--- config.mk ---
export PLATFORM = sky130hd
export DESIGN_NAME = instr_prefetch_queue
export DESIGN_NICKNAME = d
export VERILOG_FILES = /design/src/rtl/accelerator_config_pkg.sv /design/src/rtl/instr_fifo.sv /design/src/rtl/instr_prefetch_queue.sv
export SDC_FILE = /design/constraint.sdc
export NUM_CORES = 1
export LEC_CHECK = 0
export BUFFER_PORTS_ARGS = -buffer_cell sky130_fd_sc_hd__buf_2
export CORE_ASPECT_RATIO = 1.2
export CORE_UTILIZATION = 57
export DETAILED_ROUTE_END_ITERATION = 12
export PLACE_DENSITY = 0.79
export SYNTH_ARGS = -nofsm -noshare
export SYNTH_HDL_FRONTEND = slang
export SYNTH_SLANG_ARGS = --single-unit
--- constraint.sdc ---
create_clock -name clk -period 3 [get_ports clk]
set_clock_uncertainty 0.05 [all_clocks]
set_input_delay 0.15 -clock clk [delete_from_list [all_inputs] [get_ports clk]]
set_output_delay 0.15 -clock clk [all_outputs]
set_load 0.01 [all_outputs]
--- src/rtl/accelerator_config_pkg.sv ---
// accelerator_config_pkg: shared accelerator configuration constants and types
package accelerator_config_pkg;
  localparam int PREFETCH_DEPTH = 4;
  typedef enum logic [1:0] {P_IDLE, P_ISSUE, P_WAIT, P_DRAIN} pf_state_t;
endpackage

--- src/rtl/instr_fifo.sv ---
// instr_fifo: circular instruction buffer with wrapping pointers and occupancy count
module instr_fifo #(
  parameter int WIDTH = 64,
  parameter int DEPTH = 4,
  parameter int CNT_W = $clog2(DEPTH + 1)
) (
  input  logic             clk,
  input  logic             rst,
  input  logic             push,
  input  logic             pop,
  input  logic [WIDTH-1:0] din,
  output logic [WIDTH-1:0] dout,
  output logic [CNT_W-1:0] count
);
  localparam int PW = $clog2(DEPTH);
  logic [WIDTH-1:0] mem [DEPTH];
  logic [PW-1:0] wr_ptr, rd_ptr;
  // storage is not reset; empty-queue output is masked to zero instead
  always_ff @(posedge clk)
    if (push) mem[wr_ptr] <= din;
  // pointers wrap naturally at DEPTH because DEPTH is a power of two
  always_ff @(posedge clk or posedge rst)
    if (rst) begin
      wr_ptr <= '0;
      rd_ptr <= '0;
      count  <= '0;
    end else begin
      if (push) wr_ptr <= wr_ptr + PW'(1);
      if (pop) rd_ptr <= rd_ptr + PW'(1);
      count <= count + CNT_W'(push) - CNT_W'(pop);
    end
  // head entry, zero while empty so stale storage never leaks out
  always_comb dout = (count != '0) ? mem[rd_ptr] : '0;
endmodule

--- src/rtl/instr_prefetch_queue.sv ---
// instr_prefetch_queue: fetch-ahead FSM feeding a circular queue; PREFETCH_PERF_EN adds fetch/stall counters
module instr_prefetch_queue
  import accelerator_config_pkg::*;
#(
  parameter int INSTR_WIDTH = 64,
  parameter int DEPTH       = PREFETCH_DEPTH,
  parameter int CNT_W       = $clog2(DEPTH + 1)
) (
  input  logic                   clk,
  input  logic                   rst,
  input  logic                   start,
  output logic                   fetch_en_o,
  input  logic                   fetch_done_i,
  input  logic [INSTR_WIDTH-1:0] fetch_instr_i,
  output logic [INSTR_WIDTH-1:0] instr_o,
  output logic                   instr_valid_o,
  input  logic                   instr_ready_i,
  output logic                   prog_done_o,
  output logic                   busy_o,
  output logic [CNT_W-1:0]       count_o
`ifdef PREFETCH_PERF_EN
  ,
  output logic [31:0]            fetch_count_o,
  output logic [31:0]            stall_cycles_o
`endif
);
  localparam logic [CNT_W-1:0] FULL = CNT_W'(DEPTH);
  pf_state_t state, state_nxt;
  logic push, pop;
  // state register
  always_ff @(posedge clk or posedge rst)
    if (rst) state <= P_IDLE;
    else state <= state_nxt;
  // next state; a zero instruction ends the program without being queued
  always_comb begin
    state_nxt = state;
    case (state)
      P_IDLE:  state_nxt = start ? P_ISSUE : P_IDLE;
      P_ISSUE: state_nxt = (count_o < FULL) ? P_WAIT : P_ISSUE;
      P_WAIT:  state_nxt = !fetch_done_i ? P_WAIT : (|fetch_instr_i) ? P_ISSUE : P_DRAIN;
      P_DRAIN: state_nxt = (count_o == '0) ? P_IDLE : P_DRAIN;
      default: state_nxt = P_IDLE;
    endcase
  end
  // outputs depend only on registered state and count; push/pop qualify the queue
  always_comb begin
    fetch_en_o    = (state == P_ISSUE) && (count_o < FULL);
    prog_done_o   = (state == P_DRAIN) && (count_o == '0);
    busy_o        = state != P_IDLE;
    instr_valid_o = count_o != '0;
    push          = (state == P_WAIT) && fetch_done_i && |fetch_instr_i;
    pop           = instr_valid_o && instr_ready_i;
  end
  instr_fifo #(.WIDTH(INSTR_WIDTH), .DEPTH(DEPTH), .CNT_W(CNT_W)) u_fifo (
    .clk   (clk),
    .rst   (rst),
    .push  (push),
    .pop   (pop),
    .din   (fetch_instr_i),
    .dout  (instr_o),
    .count (count_o)
  );
`ifdef PREFETCH_PERF_EN
  // saturating counters of queued instructions and full-queue issue stalls
  always_ff @(posedge clk or posedge rst)
    if (rst) begin
      fetch_count_o  <= '0;
      stall_cycles_o <= '0;
    end else if (state == P_IDLE && start) begin
      fetch_count_o  <= '0;
      stall_cycles_o <= '0;
    end else begin
      if (push && fetch_count_o != '1) fetch_count_o <= fetch_count_o + 32'd1;
      if (state == P_ISSUE && count_o == FULL && stall_cycles_o != '1) stall_cycles_o <= stall_cycles_o + 32'd1;
    end
`endif
endmodule
==> results of run 1 <==
critical path, cell delays in order:
cell,delay (ns)
dlygate4sd3_1,0.54
buf_2,0.15
nor4_1,0.42
buf_4,0.19
nand4_1,0.11
nor4_2,0.42
nor4bb_1,0.13
ha_1,0.24
fa_1,0.40
xor2_1,0.18
xnor2_1,0.13
layout make-up:
class	instances	area (sq um)	share of cell area (%)
clock inverter	11	80.1	0.627
timing repair buffer	216	1480	11.6
tap	220	275	2.15
sequential	265	7920	61.9
clock buffer	36	739	5.79
inverter	8	30.0	0.235
multi-input combinational	177	2260	17.7
repair_timing:
| action | CTS | global route |
|---|---|---|
| hold endpoints to repair | 267 | 0 |
| hold buffers | 68 | 0 |
| gates resized for setup | 0 | 0 |
sequential cells by signal, summed over array words and instances (netlist names):
name and count:
u_fifo.mem 256, u_fifo.count 3, state 2, u_fifo.rd_ptr 2, u_fifo.wr_ptr 2
metrics by stage:
| stage | power [mW] | instances |
|---|---|---|
| after detailed placement | 8.14 | 818 |
| final | 11.2 | 933 |
| after CTS | 11.3 | 933 |
| after floorplan | 6.89 | 472 |
| after global routing | 11.7 | 933 |
| after global placement | 8.08 | 818 |
cells by family after synthesis:
group,synth area share [%]
adder cells (fa/ha/maj),0.923
AND/OR/NAND/NOR,6.08
XOR/XNOR,0.425
multiplexers,14.4
buffers and inverters,1.29
flip-flops,76.8
AO/OA/AOI/OAI,0.0851
report_power, final:
part           total, mW  switching (mW)  internal (mW)  leakage, nW
logic               3.45            1.64           1.81         1.63
registers           4.66           0.260           4.40         2.41
clock network       3.08            1.28           1.80        0.398
worst max-delay path by stage:
stage / end / slack (ns) / cells after the start
CTS: u_fifo.count[2] / 0.22 / 11
detailed placement: u_fifo.count[2] / -0.28 / 9
finish: u_fifo.count[2] / 0.29 / 11
global placement: u_fifo.count[2] / -0.27 / 9
floorplan: u_fifo.count[2] / 0.66 / 9
global route: u_fifo.count[2] / 0.06 / 11
metal layers:
metal	vias to the layer above	share of wire [%]
li1	2371	-
met1	2722	40
met2	195	53
met3	25	5.7
met4	0	1.4
met5	-	0
placed cells by master, fill, tap and decap left out, types with 2 or more instances in the layout:
cell type and n:
clkinvlp_4 2, edfxtp_1 256, nand2_1 2, and2_1 65
clkinv_1 4, buf_4 6, clkinv_2 4, dfrtp_1 7
mux4_2 65, nand4_1 4, buf_12 3, and2_4 4
xor2_1 2, clkbuf_1 6, clkbuf_8 3, ha_1 6
xnor2_1 3, dlygate4sd3_1 68, inv_1 7, clkbuf_16 27
nor4_1 16, buf_2 139
==> results.md, run 1 <==
- Cell Area, Synth: between 0.01 and 0.015 sq mm
- Critical Path RT: ~3.3 ns
- Most Crowded Layer GR: met2
- Ys async rst share: 3.40%
- Share of the synthesized area in the top cell type: between 70 and 80%
- Area contributors post-synth: edfxtp_1, mux4_2, and2_1
- Largest net degree at the start of global routing: 67
- Cell area power density: between 800 and 900 mW/mm^2
- Crit Path Category: primary input to flip-flop
- Die ar.: about 0.019 sq mm
- Dpl cell area: 0.0113 sq mm
- Status: finished, final reports clean
- Initial antenna violation count: 0
- GR Overflow Total: 0
- Met2 Track Usage GR: between 30% and 40%
- Leak pwr: approximately 4.4 nW
- Hold path endpoint: state[1]
- # diodes: 0
- Main synth FF type: edfxtp_1
- Clock transition at the registers of the reported paths: ~0.050 ns
- Vias: roughly 5.3k
- WP data arrival: ~3.1 ns
- Commonest cells in the netlist: edfxtp_1, and2_1, mux4_2
- Rel. slew slack: 31.6%
- Fill count: ~1.0k
- FF-to-FF path depth: 5
- Postcts setup bufs: 0
- Initial Util: about three fifths
- Met1 GRT Util: between 20 and 30%
- Worst Slack Setup Final: roughly 0.29 ns
- CP Launch Type: primary input
- Max Root-Sink Buffers: 3
- TritonCTS Buffers: 26
- Post-synth cell types: 27
- Final worst path period share: 90.3%
- Fmax: approximately 370 MHz
- Met3 GRT Util: around 3.6%
- Synthesis-stage register bit count: roughly 270
- Post-route design area: about 0.013 sq mm
- Fin. Hold Viols: 0
- Min-delay src: fetch_done_i
- Cells after Synth: around 470
- Finish-stage setup viols: 0
- Synth warnings: 0
- ANT nets after route: 0
- Worst reg2reg endpoint: state[0]
- Share of post-route cells with drive strength above 1: 36.7%
- Post-synth EDFFs: about 260
- DRT Wirelength: 20100 microns
- HPWL reported at the end of detailed placement: roughly 11000 microns
- Clock sink total: 265
- DR WL/cell: roughly 22 microns
- Crit path from: fetch_instr_i[5]
- Most common cell in the netlist: edfxtp_1
- Sequential share of the synthesized area: 76.8%
- TritonCTS clock tree: yes
- Post-route DRC: 0
- Tightest Pin Transition: about 1 ns
- DR vias/cell: approximately 5.7
- Crit Path Max Fanout: 5
- IO Port Bufs: 139
- Peak VDD IR: 0.593 mV
- RSZ-0062 raised after global routing: false
- Setup tns final: 0 ns
- Final min period: 2.71 ns
- Root Buffer: clkbuf_16
- # IOs: 140
- Mean Syn Cell Area: 21.8 sq um
- Die width: ~120 microns
- Core Util, Final: a little over 70%
- CORE AREA: ~0.018 sq mm
- WHS: ~0.067 ns
- Fin nets: between 700 and 800
- Site row count: between 50 and 60
- First-pass DRT Iterations: 6
- First-pass GRT wire length: between 30000 and 40000 microns
- Critical Path End Type: flip-flop
- Top cell type by total area after synthesis: edfxtp_1
- Worst-skew pair later-pin latency: 0.51 ns
- Hold path depth: 3
- Worst R2R Start: u_fifo.count[2]
- Pre-CTS setup slack: -0.276 ns
- Worst reg2reg setup slack: slightly above 0.5 ns
- Max Slew Vio Count: 0
- Syn nets: 548
- H-tree Lvls: 1
- Hold WC Path Type: primary input to flip-flop
- Overall routing resource usage: between 20% and 30%
- Synth-to-Final Area Change: 24.1%
- Die Ht: between 100 and 150 microns
- Vias in the first global route: between 5k and 6k
- Initial DRC count: about 410
- Max cap viols: 0
- GP Congestion: 0.758
Power figures use the tool's default switching activity.
==> run 2, diff against run 1 <==
--- a/config.mk
+++ b/config.mk
@@ -9,6 +9,7 @@
 export CORE_ASPECT_RATIO = 1.2
 export CORE_UTILIZATION = 57
 export DETAILED_ROUTE_END_ITERATION = 12
+export GPL_TIMING_DRIVEN = 0
 export PLACE_DENSITY = 0.79
 export SYNTH_ARGS = -nofsm -noshare
 export SYNTH_HDL_FRONTEND = slang
==> run 2 against run 1 <==
  * First-iteration DRC count shrank 20%
  * Combinational power grew 6%
  * Count of clock-buffer cells in the layout is the same
  * Critical path depth did not move
  * Final area increased by 1.3%
  * Global-route usage up 1.1 points
  * Via count grew 1.1%
  * Register-to-register slack worse by 0.03 ns
  * Clock power increased by 5%
  * Hold slack got worse by 0.013 ns
  * Non-clock buffer count is 17 higher
==> results.md, run 2 (same netlist as run 1, synthesis figures left out) <==
- Largest registers: u_fifo.mem: 256 flops, u_fifo.count: 3 flops
- Worst-skew pair later-pin latency: 0.50 ns (about the same)
- Tightest Pin Transition: 0.664 ns (-0.352 ns)
- DR WL/cell: 22.1 microns (+2.5%)
- Peak VDD IR: 0.643 mV (+8.4%)
- Finish-stage setup viols: 0 (unchanged)
- Initial antenna violation count: 0 (unchanged)
- Commonest non-fill, non-tap cell in the layout: edfxtp_1
- Post-route design area: 0.0130 sq mm (+1.3%)
- # IOs: 140 (unchanged)
- Commonest cells after routing, fill and taps aside: edfxtp_1, buf_2, dlygate4sd3_1
- GR Overflow Total: 0 (unchanged)
- Share of post-route cells with drive strength above 1: 36.5% (-0.21 points)
- Largest net degree at the start of global routing: 59 (-12%)
- Die Ht: 149 microns (unchanged)
- First-pass DRT Iterations: 5 (-1)
- Biggest register: u_fifo.mem
- Fin nets: 786 (+2.1%)
- Crit Path Max Fanout: 7 (+2)
- Area of the multi-input gates: 0.00229 sq mm (+1.4%)
- Final worst path period share: 97.8% (+7.5 points)
- Fill count: 1043 (-0.48%)
- TritonCTS Buffers: 25 (-3.8%)
- Register area: 0.00791 sq mm (about the same)
- HPWL reported at the end of detailed placement: 12600 microns (+11%)
- Root Buffer: clkbuf_16
- IO Port Bufs: 139 (unchanged)
- Site row count: 53 (unchanged)
- Clock sink total: 265 (unchanged)
- Fmax: 341 MHz (-7.7%)
- H-tree Lvls: 1 (unchanged)
- Dpl cell area: 0.0114 sq mm (+0.91%)
- Fin. Hold Viols: 0 (unchanged)
- Critical Path End Type: flip-flop
- Hold WC Path Type: primary input to flip-flop
- Rel. slew slack: 55.7% (+24 points)
- Clock transition at the registers of the reported paths: 0.06 ns (about the same)
- # diodes: 0 (unchanged)
- DRT Wirelength: 20900 microns (+4.2%)
- Max cap viols: 0 (unchanged)
- Status: finished, final reports clean
- ANT nets after route: 0 (unchanged)
- Max reg flops: 256 (unchanged)
- TritonCTS clock tree: yes
- Critical Path RT: 3.33 ns (about the same)
- Max Slew Vio Count: 0 (unchanged)
- Post-route DRC: 0 (unchanged)
- Vias in the first global route: 5839 (+4.7%)
- Final min period: 2.94 ns (+0.226 ns)
- First-pass GRT wire length: 32500 microns (+3.6%)
- GP Congestion: 0.728 (-4.0%)
- Crit Path Category: primary input to flip-flop
- Vias: 5372 (+1.1%)
- DR vias/cell: 5.67 (-0.49%)
- Max Root-Sink Buffers: 3 (unchanged)
- Cell area power density: 880 mW/mm^2 (+0.53%)
- CP Launch Type: primary input
- CORE AREA: 0.0176 sq mm (unchanged)
- Leak pwr: 4.51 nW (+1.5%)
- WHS: 0.0541 ns (-0.0130 ns)
- Die width: 125 microns (unchanged)
- Initial Util: 58.6% (unchanged)
- Synth-to-Final Area Change: 25.8%
- WP data arrival: 3.26 ns (+0.21 ns)
- Initial DRC count: 326 (-20%)
- Overall routing resource usage: 23.3% (+1.1 points)
- RSZ-0062 raised after global routing: false
- Die ar.: 0.0186 sq mm (unchanged)
## run 2: worst paths after layout
check	startpoint	endpoint	depth (start not counted)	slack, ns
worst min register to register	u_fifo.count[2]	u_fifo.count[2]	1	0.52
worst max register to register	u_fifo.count[2]	u_fifo.count[2]	9	0.48
worst min-delay path	fetch_done_i	state[1]	3	0.05
max in group asynchronous	rst	u_fifo.wr_ptr[1]	3	2.53
worst max-delay path	fetch_instr_i[46]	u_fifo.count[2]	11	0.06
min in group asynchronous	rst	state[1]	3	0.12
## run 2: what timing repair did
item / in CTS / in global routing
setup endpoints to repair: 0 / 1
hold buffers: 68 / 0
hold endpoints to repair: 267 / 0
gates resized for setup: 0 / 5
setup buffers: 0 / 0
## run 2: metrics by stage
step	TNS [ns]	instances	utilization (%)	power, mW	worst slack (ns)
2_1_floorplan	0	472	-	6.89	0.658
3_3_place_gp	-57.52	831	64.1	8.07	-0.233
3_5_place_dp	-0.0252	835	64.8	8.16	-0.0252
4_1_cts	0	948	73.5	11.5	0.0164
5_1_grt	0	948	73.7	11.9	0.00902
6_report	0	948	73.7	11.4	0.0649
## run 2: area by class of cell
class | count | area share [%]
plain buffers | 22 | 0.792
clock buffers | 36 | 5.54
clock inverters | 9 | 1.08
inverters | 8 | 0.232
multi-input cells | 177 | 17.7
flip-flops and latches | 265 | 61.1
well taps | 220 | 2.13
repair buffers | 211 | 11.5
## run 2: worst max-delay path, stage by stage
cell,delay [ns]
dlygate4sd3_1,0.54
buf_2,0.15
nor4_1,0.55
nand4_1,0.18
nor4_2,0.49
nor4bb_1,0.13
buf_6,0.16
ha_1,0.21
fa_1,0.40
xor2_1,0.18
xnor2_1,0.13
## run 2: layer usage
layer  GRT usage, %  share of wire, %  up-vias
li1               -                 -     2409
met1           29.8                39     2725
met2           41.5                52      202
met3           3.37               5.9       36
met4           7.65               2.5        0
met5              0                 0        -
## run 2: power by group
group / leakage [nW] / internal (mW) / switching [mW]
registers: 2.41 / 4.39 / 0.123
logic: 1.68 / 1.82 / 1.82
clock network: 0.418 / 1.99 / 1.25
total: 4.51 / 8.20 / 3.19
==> run 3, diff against run 2 <==
--- a/config.mk
+++ b/config.mk
@@ -11,6 +11,7 @@
 export DETAILED_ROUTE_END_ITERATION = 12
 export GPL_TIMING_DRIVEN = 0
 export PLACE_DENSITY = 0.79
+export RECOVER_POWER = 50
 export SYNTH_ARGS = -nofsm -noshare
 export SYNTH_HDL_FRONTEND = slang
 export SYNTH_SLANG_ARGS = --single-unit
==> run 3 against run 2 <==
  * Non-clock buffer count is the same
  * Critical path depth unchanged
  * Worst setup slack better by 0.012 ns
  * Critical path type unchanged
  * Register-to-register slack worse by 0.04 ns
  * Via count grew 0.39%
  * Clock power barely moved
  * Highest routed layer unchanged
  * Largest power group unchanged
  * Combinational power decreased by 1%
  * Global-route usage unchanged
  * Sequential share of layout area is 0.45 points higher
  * First-iteration DRC count up 7.7%
==> results.md, run 3 (same netlist as run 1, synthesis figures left out) <==
- Final min period: 2.92 ns (-0.0120 ns)
- Share of post-route cells with drive strength above 1: 26.5% (-10 points)
- Hold WC Path Type: primary input to flip-flop
- Fin nets: 786 (unchanged)
- Post-route DRC: 0 (unchanged)
- FF-to-FF path depth: 9 (unchanged)
- # diodes: 0 (unchanged)
- Dpl cell area: 0.0114 sq mm (unchanged)
- Hold path depth: 3 (unchanged)
- Post-route design area: 0.0129 sq mm (-0.73%)
- GR Overflow Total: 0 (unchanged)
- DRT Wirelength: 21000 microns (about the same)
- Site row count: 53 (unchanged)
- Largest registers: u_fifo.mem: 256 flops, u_fifo.count: 3 flops
- Synth-to-Final Area Change: 24.9%
- ANT nets after route: 0 (unchanged)
- Fmax: 342 MHz (+0.41%)
- Initial DRC count: 351 (+7.7%)
- Vias: 5393 (+0.39%)
- WP data arrival: 3.25 ns (about the same)
- Critical Path RT: 3.33 ns (about the same)
- Final Non-Filler Cells: 948 (unchanged)
- # IOs: 140 (unchanged)
- Vias in the first global route: 5839 (unchanged)
- Max reg flops: 256 (unchanged)
- Initial Util: 58.6% (unchanged)
- Commonest non-fill, non-tap cell in the layout: edfxtp_1
- Clock sink total: 265 (unchanged)
- Commonest cells after routing, fill and taps aside: edfxtp_1, clkbuf_1, buf_2
- Crit Path Max Fanout: 7 (unchanged)
- First-pass DRT Iterations: 5 (unchanged)
- H-tree Lvls: 1 (unchanged)
- Rel. slew slack: 55.0% (-0.69 points)
- Clock transition at the registers of the reported paths: 0.06 ns (about the same)
- Critical Path End Type: flip-flop
- Status: finished, final reports clean
- IO Port Bufs: 139 (unchanged)
- Peak VDD IR: 0.642 mV (-0.15%)
- TritonCTS Buffers: 25 (unchanged)
- Worst Slack Setup Final: 0.0769 ns (+0.0120 ns)
- Postcts setup bufs: 0 (unchanged)
- DR WL/cell: 22.1 microns (about the same)
- WHS: 0.0555 ns (+0.00131 ns)
- Tightest Pin Transition: 0.674 ns (+0.0104 ns)
- Initial antenna violation count: 0 (unchanged)
- Crit Path Category: primary input to flip-flop
- Max Slew Vio Count: 0 (unchanged)
- Leak pwr: 4.31 nW (-4.5%)
- CORE AREA: 0.0176 sq mm (unchanged)
- CP Launch Type: primary input
- Biggest register: u_fifo.mem
- Fin. Hold Viols: 0 (unchanged)
- GP Congestion: 0.728 (unchanged)
- HPWL reported at the end of detailed placement: 12600 microns (unchanged)
- TritonCTS clock tree: yes
- Finish-stage setup viols: 0 (unchanged)
- Pre-CTS setup slack: -0.0252 ns (unchanged)
- Cell area power density: 883 mW/mm^2 (+0.37%)
- RSZ-0062 raised after global routing: false
- Crit path max-delay cell type: dlygate4sd3_1
- Die Ht: 149 microns (unchanged)
- Overall routing resource usage: 23.3% (unchanged)
- Max Root-Sink Buffers: 3 (unchanged)
- First-pass GRT wire length: 32500 microns (unchanged)
- Final worst path period share: 97.4% (-0.40 points)
- Worst-skew pair later-pin latency: 0.50 ns (about the same)
- Critical path cell sequence: dlygate4sd3_1 > buf_2 > nor4_1 > nand4_1 > nor4_2 > nor4bb_1 > buf_6 > ha_1 > fa_1 > xor2_1 > xnor2_1
- Fill count: 1094 (+4.9%)
- Die width: 125 microns (unchanged)
- CP peak stage delay: 0.54 ns (about the same)
- Die ar.: 0.0186 sq mm (unchanged)
- DR vias/cell: 5.69 (+0.39%)
- Root Buffer: clkbuf_16
- DP Cell Count: 835 (unchanged)
- Max cap viols: 0 (unchanged)
- Largest net degree at the start of global routing: 59 (unchanged)
-- run 3: cell count changes in the layout (fill, tap and decap cells not counted), sizes merged --
cell,change
buf,-71
clkbuf,+71
-- run 3: power breakdown --
group	leakage [nW]	internal [mW]	switching [mW]
Combinational	1.47	1.78	1.82
Sequential	2.41	4.39	0.124
Clock	0.418	1.99	1.25
-- run 3: critical path: cells and delay by family --
family | cells | cell delay [ns]
buffers and inverters | 3 | 0.85
xor gates and xnor gates | 2 | 0.31
and+or+nand+nor | 4 | 1.32
adders and majority gates | 2 | 0.60
-- run 3: routing by layer --
layer,share of wire (%),vias up,global-route usage [%]
met5,0,-,0
met4,2.5,0,7.65
met3,6.1,36,3.37
met2,52,215,41.5
met1,39,2732,29.8
li1,-,2410,-
-- run 3: final timing paths --
check / to / slack (ns) / start
min: state[1] / 0.06 / fetch_done_i
max in group asynchronous: u_fifo.wr_ptr[1] / 2.52 / rst
max reg2reg: u_fifo.count[2] / 0.44 / u_fifo.count[2]
min reg2reg: u_fifo.wr_ptr[1] / 0.52 / u_fifo.wr_ptr[1]
max: u_fifo.count[2] / 0.08 / fetch_instr_i[49]
min in group asynchronous: state[1] / 0.13 / rst
-- run 3: area by class of cell --
| class | count | area [sq um] | share of cell area, % |
|---|---|---|---|
| well taps | 220 | 275 | 2.14 |
| flip-flops and latches | 265 | 7910 | 61.5 |
| clock inverters | 9 | 140 | 1.09 |
| clock buffers | 36 | 717 | 5.58 |
| inverters | 8 | 30.0 | 0.234 |
| repair buffers | 211 | 1400 | 10.9 |
| multi-input cells | 177 | 2280 | 17.8 |
| plain buffers | 22 | 103 | 0.798 |
-- run 3: timing repair --
action                                 4_1_cts  5_1_grt
resized for setup                            0        5
hold buffers                                68        0
setup endpoints to repair                    0        1
endpoints found under the hold margin      267        0
-- run 3: stage by stage --
step           total power [mW]  TNS [ns]  utilization, %
5_1_grt                    11.9         0            73.2
2_1_floorplan              6.89         0               -
6_report                   11.4         0            73.2
3_3_place_gp               8.07    -57.52            64.1
3_5_place_dp               8.16   -0.0252            64.8
4_1_cts                    11.5         0            73.5
